$ cat config.mk
export PLATFORM = sky130hd
export DESIGN_NAME = signal_bounce_generator
export DESIGN_NICKNAME = d
export VERILOG_FILES = /design/src/rtl/signal_bounce_generator_pkg.sv /design/src/rtl/signal_bounce_generator_lfsr16.sv /design/src/rtl/signal_bounce_generator.sv
export SDC_FILE = /design/constraint.sdc
export NUM_CORES = 1
export LEC_CHECK = 0
export CORE_MARGIN = 1.5
export CORE_UTILIZATION = 50
export DETAILED_ROUTE_END_ITERATION = 7
export PLACE_DENSITY = 0.67
export SLEW_MARGIN = 10
export SYNTH_ARGS = -nofsm -noshare
export SYNTH_HDL_FRONTEND = slang
export SYNTH_SLANG_ARGS = --single-unit
$ cat constraint.sdc
create_clock -name sys_clk -period 5.9 [get_ports sys_clk]
set_clock_uncertainty 0.05 [all_clocks]
set_input_delay 1.18 -clock sys_clk [delete_from_list [all_inputs] [get_ports sys_clk]]
set_output_delay 1.18 -clock sys_clk [all_outputs]
set_load 0.02 [all_outputs]
$ cat src/rtl/signal_bounce_generator_pkg.sv
// Shared definitions for the bounce generator: FSM encoding, LFSR constants
// and the clamp helper used for the chatter draws.
`timescale 1ns/1ps
package signal_bounce_generator_pkg;

  localparam int          LFSR_W    = 16;
  localparam logic [15:0] LFSR_MASK = 16'hB400;

  localparam logic [1:0] ST_IDLE   = 2'd0;
  localparam logic [1:0] ST_BOUNCE = 2'd1;
  localparam logic [1:0] ST_SETTLE = 2'd2;

  function automatic int clamp(input int v, input int lim);
    return (v > lim) ? lim : v;
  endfunction

endpackage

$ cat src/rtl/signal_bounce_generator_lfsr16.sv
// 16-bit Galois LFSR with a synchronous reset to a non-zero seed; shared by the
// MITM noise injectors.
`timescale 1ns/1ps
module lfsr16
  import signal_bounce_generator_pkg::*;
#(
  parameter logic [15:0] SEED = 16'hACE1
) (
  input  logic        sys_clk,
  input  logic        rst,
  output logic [15:0] q
);

  // An all-zero state would lock the register up, so a zero seed is promoted.
  localparam logic [15:0] SEED_EFF = (SEED == 16'h0000) ? 16'h0001 : SEED;

  // NOTE: state registers use non-blocking assignments so every flop samples
  // pre-edge values regardless of block ordering.
  always_ff @(posedge sys_clk) begin
    if (rst) q <= SEED_EFF;
    else     q <= (q >> 1) ^ (q[0] ? LFSR_MASK : 16'h0000);
  end

endmodule

$ cat src/rtl/signal_bounce_generator.sv
// Drives a requested logical level onto out_sig with LFSR-driven contact
// chatter followed by a guaranteed settle period.
`timescale 1ns/1ps
module signal_bounce_generator
  import signal_bounce_generator_pkg::*;
#(
  parameter int          BOUNCE_MAX_TOGGLES = 15,
  parameter int          TOGGLE_MAX_CYCLES  = 7,
  parameter int          SETTLE_CYCLES      = 32,
  parameter bit          IN_ACTIVE_LOW      = 1'b0,
  parameter bit          OUT_ACTIVE_LOW     = 1'b1,
  parameter logic [15:0] LFSR_SEED          = 16'hACE1
) (
  input  logic sys_clk,
  input  logic rst,
  input  logic in_sig,
  input  logic bounce_en,
  output logic out_sig,
  output logic busy
);

  localparam int REM_W  = (BOUNCE_MAX_TOGGLES > 0) ? $clog2(BOUNCE_MAX_TOGGLES + 1) : 1;
  localparam int DCNT_W = $clog2(TOGGLE_MAX_CYCLES + 1);
  localparam int SCNT_W = $clog2(SETTLE_CYCLES + 1);

  logic [15:0]       lfsr_q;
  logic [1:0]        state;
  logic              lvl;
  logic              tgt;
  logic              tgt_q;
  logic [REM_W-1:0]  remaining;
  logic [DCNT_W-1:0] dcnt;
  logic [SCNT_W-1:0] scnt;
  logic [REM_W-1:0]  draw_n;
  logic [DCNT_W-1:0] draw_d;
  logic              unused_lfsr_bits;

  lfsr16 #(.SEED(LFSR_SEED)) u_lfsr (
    .sys_clk (sys_clk),
    .rst     (rst),
    .q       (lfsr_q)
  );

  // Only the nibble and the 3-bit field feed the draws; the rest is spare.
  assign unused_lfsr_bits = ^{lfsr_q[15:11], lfsr_q[7:4]};

  assign tgt    = in_sig ^ IN_ACTIVE_LOW;
  assign draw_n = REM_W'(clamp(int'(lfsr_q[3:0]), BOUNCE_MAX_TOGGLES));
  assign draw_d = DCNT_W'(clamp(int'(lfsr_q[10:8]), TOGGLE_MAX_CYCLES - 1) + 1);

  always_ff @(posedge sys_clk) begin
    if (rst) begin
      state     <= ST_IDLE;
      lvl       <= 1'b0;
      busy      <= 1'b0;
      tgt_q     <= 1'b0;
      remaining <= '0;
      dcnt      <= '0;
      scnt      <= '0;
    end else begin
      case (state)
        ST_IDLE: begin
          if (tgt != lvl) begin
            tgt_q <= tgt;
            busy  <= 1'b1;
            if (!bounce_en || draw_n == '0) begin
              lvl   <= tgt;
              scnt  <= SCNT_W'(SETTLE_CYCLES);
              state <= ST_SETTLE;
            end else begin
              remaining <= draw_n;
              dcnt      <= draw_d;
              state     <= ST_BOUNCE;
            end
          end
        end
        ST_BOUNCE: begin
          // Target is latched on entry, so input changes here are ignored.
          if (dcnt == DCNT_W'(1)) begin
            if (remaining != '0) begin
              lvl       <= ~lvl;
              remaining <= remaining - REM_W'(1);
              dcnt      <= draw_d;
            end else begin
              lvl   <= tgt_q;
              scnt  <= SCNT_W'(SETTLE_CYCLES);
              state <= ST_SETTLE;
            end
          end else begin
            dcnt <= dcnt - DCNT_W'(1);
          end
        end
        ST_SETTLE: begin
          if (scnt == SCNT_W'(1)) begin
            state <= ST_IDLE;
            busy  <= 1'b0;
          end else begin
            scnt <= scnt - SCNT_W'(1);
          end
        end
        default: begin
          state <= ST_IDLE;
          busy  <= 1'b0;
        end
      endcase
    end
  end

  assign out_sig = lvl ^ OUT_ACTIVE_LOW;

endmodule

==> results.sh <==
export IMPL_p_per_area_nw_per_um2=370.9
export IMPL_cts_buffers=5
export IMPL_cp_max_fo=4
export IMPL_antenna_found_initial=0
export IMPL_grt_pass1_vias=1149
export IMPL_setup_ws_ns=3.249
export IMPL_portBuffers=5
export IMPL_dp_slack_ns=2.960
export IMPL_min_path_type="reg2reg"
export IMPL_drt_initial_drc_count=79
export IMPL_p_clk_frac=0.178
export IMPL_arrival_ns=1.42
export IMPL_cts_setup_buffers=0
export IMPL_ys_types=53
export IMPL_critPathKind="reg2out"
export IMPL_reg2reg_from="state[1]"
export IMPL_ys_top_cells_by_count="34 x dfxtp_1, 12 x inv_1, 11 x a21oi_1"
export IMPL_drc=0
export IMPL_swShare=0.3704
export IMPL_num_antenna_cells=0
export IMPL_nets=193
export IMPL_cts_root_buf="clkbuf_4"
export IMPL_yosysMostFrequentCell="dfxtp_1"
export IMPL_status="complete, no violations"
export IMPL_rows=20
export IMPL_synthFlopType="dfxtp_1"
export IMPL_ys_seq_area_frac=0.4051
export IMPL_clkTransAtPathRegs_ns=0.10
export IMPL_p_comb_frac=0.366
export IMPL_syn_area_per_cell_um2=9.387
export IMPL_dieArea_um2=3717
export IMPL_synth_top_area_cell="dfxtp_1"
export IMPL_finalMaxSlewViolations=0
export IMPL_leakage_uw=0.0006656
export IMPL_cp_slowest_cell="clkdlybuf4s50_1"
export IMPL_final_setup_viol_count=0
export IMPL_async_reset_ff_frac=0
export IMPL_fin_crit_ns=2.651
export IMPL_cp_start_kind="register"
export IMPL_vias=1296
export IMPL_cts_tree="yes"
export IMPL_final_antenna_net_count=0
export IMPL_fp_dieH_um=60.97
export IMPL_hp_start="u_lfsr.q[12]"
export IMPL_reg2reg_setup_slack_ns=3.84
export IMPL_ys_warn_count=0
export IMPL_cpPeakStageDelay_ns=0.61
export IMPL_cap_violations=0
export IMPL_critical_path_required_ns=4.67
export IMPL_cts_hold_buf=0
export IMPL_numClockSinks=34
export IMPL_grt_pass1_wl_mm=4.981
export IMPL_initial_core_util=0.5372
export IMPL_vias_per_cell=5.709
export IMPL_p_int_uw=418.7
export IMPL_grt_max_degree=38
export IMPL_grt_use_total=0.1839
export IMPL_netlist_instances=179
export IMPL_power_switching_uw=246.3
export IMPL_rsz0062_at_grt="no"
export IMPL_yosys_area_top_type_share=0.4051
export IMPL_hold_violations=0
export IMPL_core_area_um2=3128
export IMPL_final_setup_tns_ns=0
export IMPL_multi_input_area_um2=907.1
export IMPL_htreeDepth=2
export IMPL_wirelength_mm=2.964
export IMPL_dp_final_hpwl_mm=2.154
export IMPL_ys_ff_latch=34
export IMPL_clock_fmax_mhz=377.2
export IMPL_synth_edf_count=0
export IMPL_fillCellCount=295
export IMPL_hold_end="u_lfsr.q[11]"
export IMPL_grt_overflow_total=0
export IMPL_whs_path_depth=1
export IMPL_syn_num_nets=189
export IMPL_avgRoutedWirePerCell_um=13.06
export IMPL_io_pins=6
export IMPL_insertion_delay_ns=0.34
export IMPL_critPathCaptureType="output port"
export IMPL_crit_path_cell_trace="inv_1 -> clkdlybuf4s50_1"
export IMPL_gp_congestion=0.8454
export IMPL_reg2regPathDepth=4
export IMPL_syn_to_final_growth_pct=6.701
export IMPL_crit_buf_inv=2
export IMPL_seqPwrFrac=0.456
export IMPL_timing_slew_headroom=0.6019
export IMPL_postCtsResizedCells=0
export IMPL_fp_dieW_um=60.97
export IMPL_clock_path_buffers=2
export IMPL_final_layout_size_suffix_gt1_frac=0.1366
export IMPL_reg2reg_to="scnt[1]"
export IMPL_tightest_slew_ns=0.5944
export IMPL_timing_final_crit_share=0.4493
export IMPL_drt_first_pass_iters=4
export IMPL_crit_family="buffers and inverters"
export IMPL_synth_area_um2=1680
export IMPL_synth_area_leaders="dfxtp_1 41%, ha_1 4.5%, nor2b_1 3.7%"
export IMPL_seq_area_um2=680.7
export IMPL_ir_drop_v=0.0001414
## stage by stage
stage	hold slack [ns]	cells	power, uW	util	cell area, um2
final	0.3748	227	665.0	0.5732	1793
after global routing	0.3918	227	714.3	0.5732	1793
after floorplan	0.3395	179	499.9	-	1680
after CTS	0.3757	227	670.1	0.5732	1793
after detailed placement	0.3483	220	551.3	0.5580	1745
after global placement	0.3455	220	540.6	0.5580	1745
## sequential cells by signal (all words and copies together), names as in the netlist
| name | count |
|---|---|
| u_lfsr.q | 16 |
| scnt | 6 |
| remaining | 4 |
| dcnt | 3 |
| state | 2 |
| busy | 1 |
| lvl | 1 |
| tgt_q | 1 |
## how the worst max path moves through the flow
stage,start,end,slack [ns],cells after the start
3_5_place_dp,in_sig,lvl,2.96,5
6_report,lvl,out_sig,3.25,2
3_3_place_gp,in_sig,lvl,2.99,5
5_1_grt,lvl,out_sig,3.17,2
2_1_floorplan,in_sig,lvl,3.61,4
4_1_cts,lvl,out_sig,3.22,2
## metal layers
layer  wire, um  vias to the layer above  track usage
li1           -                      646            -
met4         65                        0      0.09317
met1       1448                      617       0.2245
met2       1345                       25       0.2857
met5          0                        -            0
met3        104                        8      0.06610
## cells in the final DEF (no fill, tap or decap), types with 3 or more instances in the layout
| master | instances |
|---|---|
| a211oi_1 | 3 |
| a21oi_1 | 11 |
| a221oi_1 | 3 |
| a31oi_1 | 4 |
| clkbuf_4 | 5 |
| clkdlybuf4s50_1 | 5 |
| dfxtp_1 | 34 |
| ha_1 | 6 |
| inv_1 | 12 |
| nand2_1 | 5 |
| nand2b_1 | 7 |
| nand3_1 | 8 |
| nor2_1 | 10 |
| nor2b_1 | 10 |
| nor3_1 | 4 |
| o21a_1 | 3 |
| o21ai_0 | 3 |
| or2_2 | 6 |
| xnor2_1 | 3 |
## logic make-up after synthesis
| group | synth area share |
|---|---|
| XOR/XNOR | 0.03054 |
| AND/OR/NAND/NOR | 0.2204 |
| flip-flops | 0.4051 |
| AO/OA/AOI/OAI | 0.2226 |
| multiplexers | 0.02159 |
| buffers and inverters | 0.05510 |
| adder cells (fa/ha/maj) | 0.04467 |
## worst reg2reg max path: stages (launching register included)
cell and delay, ns:
dfxtp_1 0.55, nand2b_1 0.21, a31oi_1 0.51, nand2b_4 0.30
mux2_1 0.32
## power by group through the flow
stage	Sequential, uW	Combinational [uW]	Clock [uW]
global route	309	270	135
detailed placement	309	242	0
CTS	304	243	123
global placement	308	233	0
finish	304	243	118
floorplan	296	204	0
## final cells by class
type                    count  area share
multi-input cells         124      0.5059
flip-flops and latches     34      0.3796
repair buffers              6     0.03210
well taps                  44     0.03070
inverters                  12     0.02512
clock buffers               5     0.02094
clock inverters             2    0.005583
No activity file was read; power rests on OpenSTA's default activity.
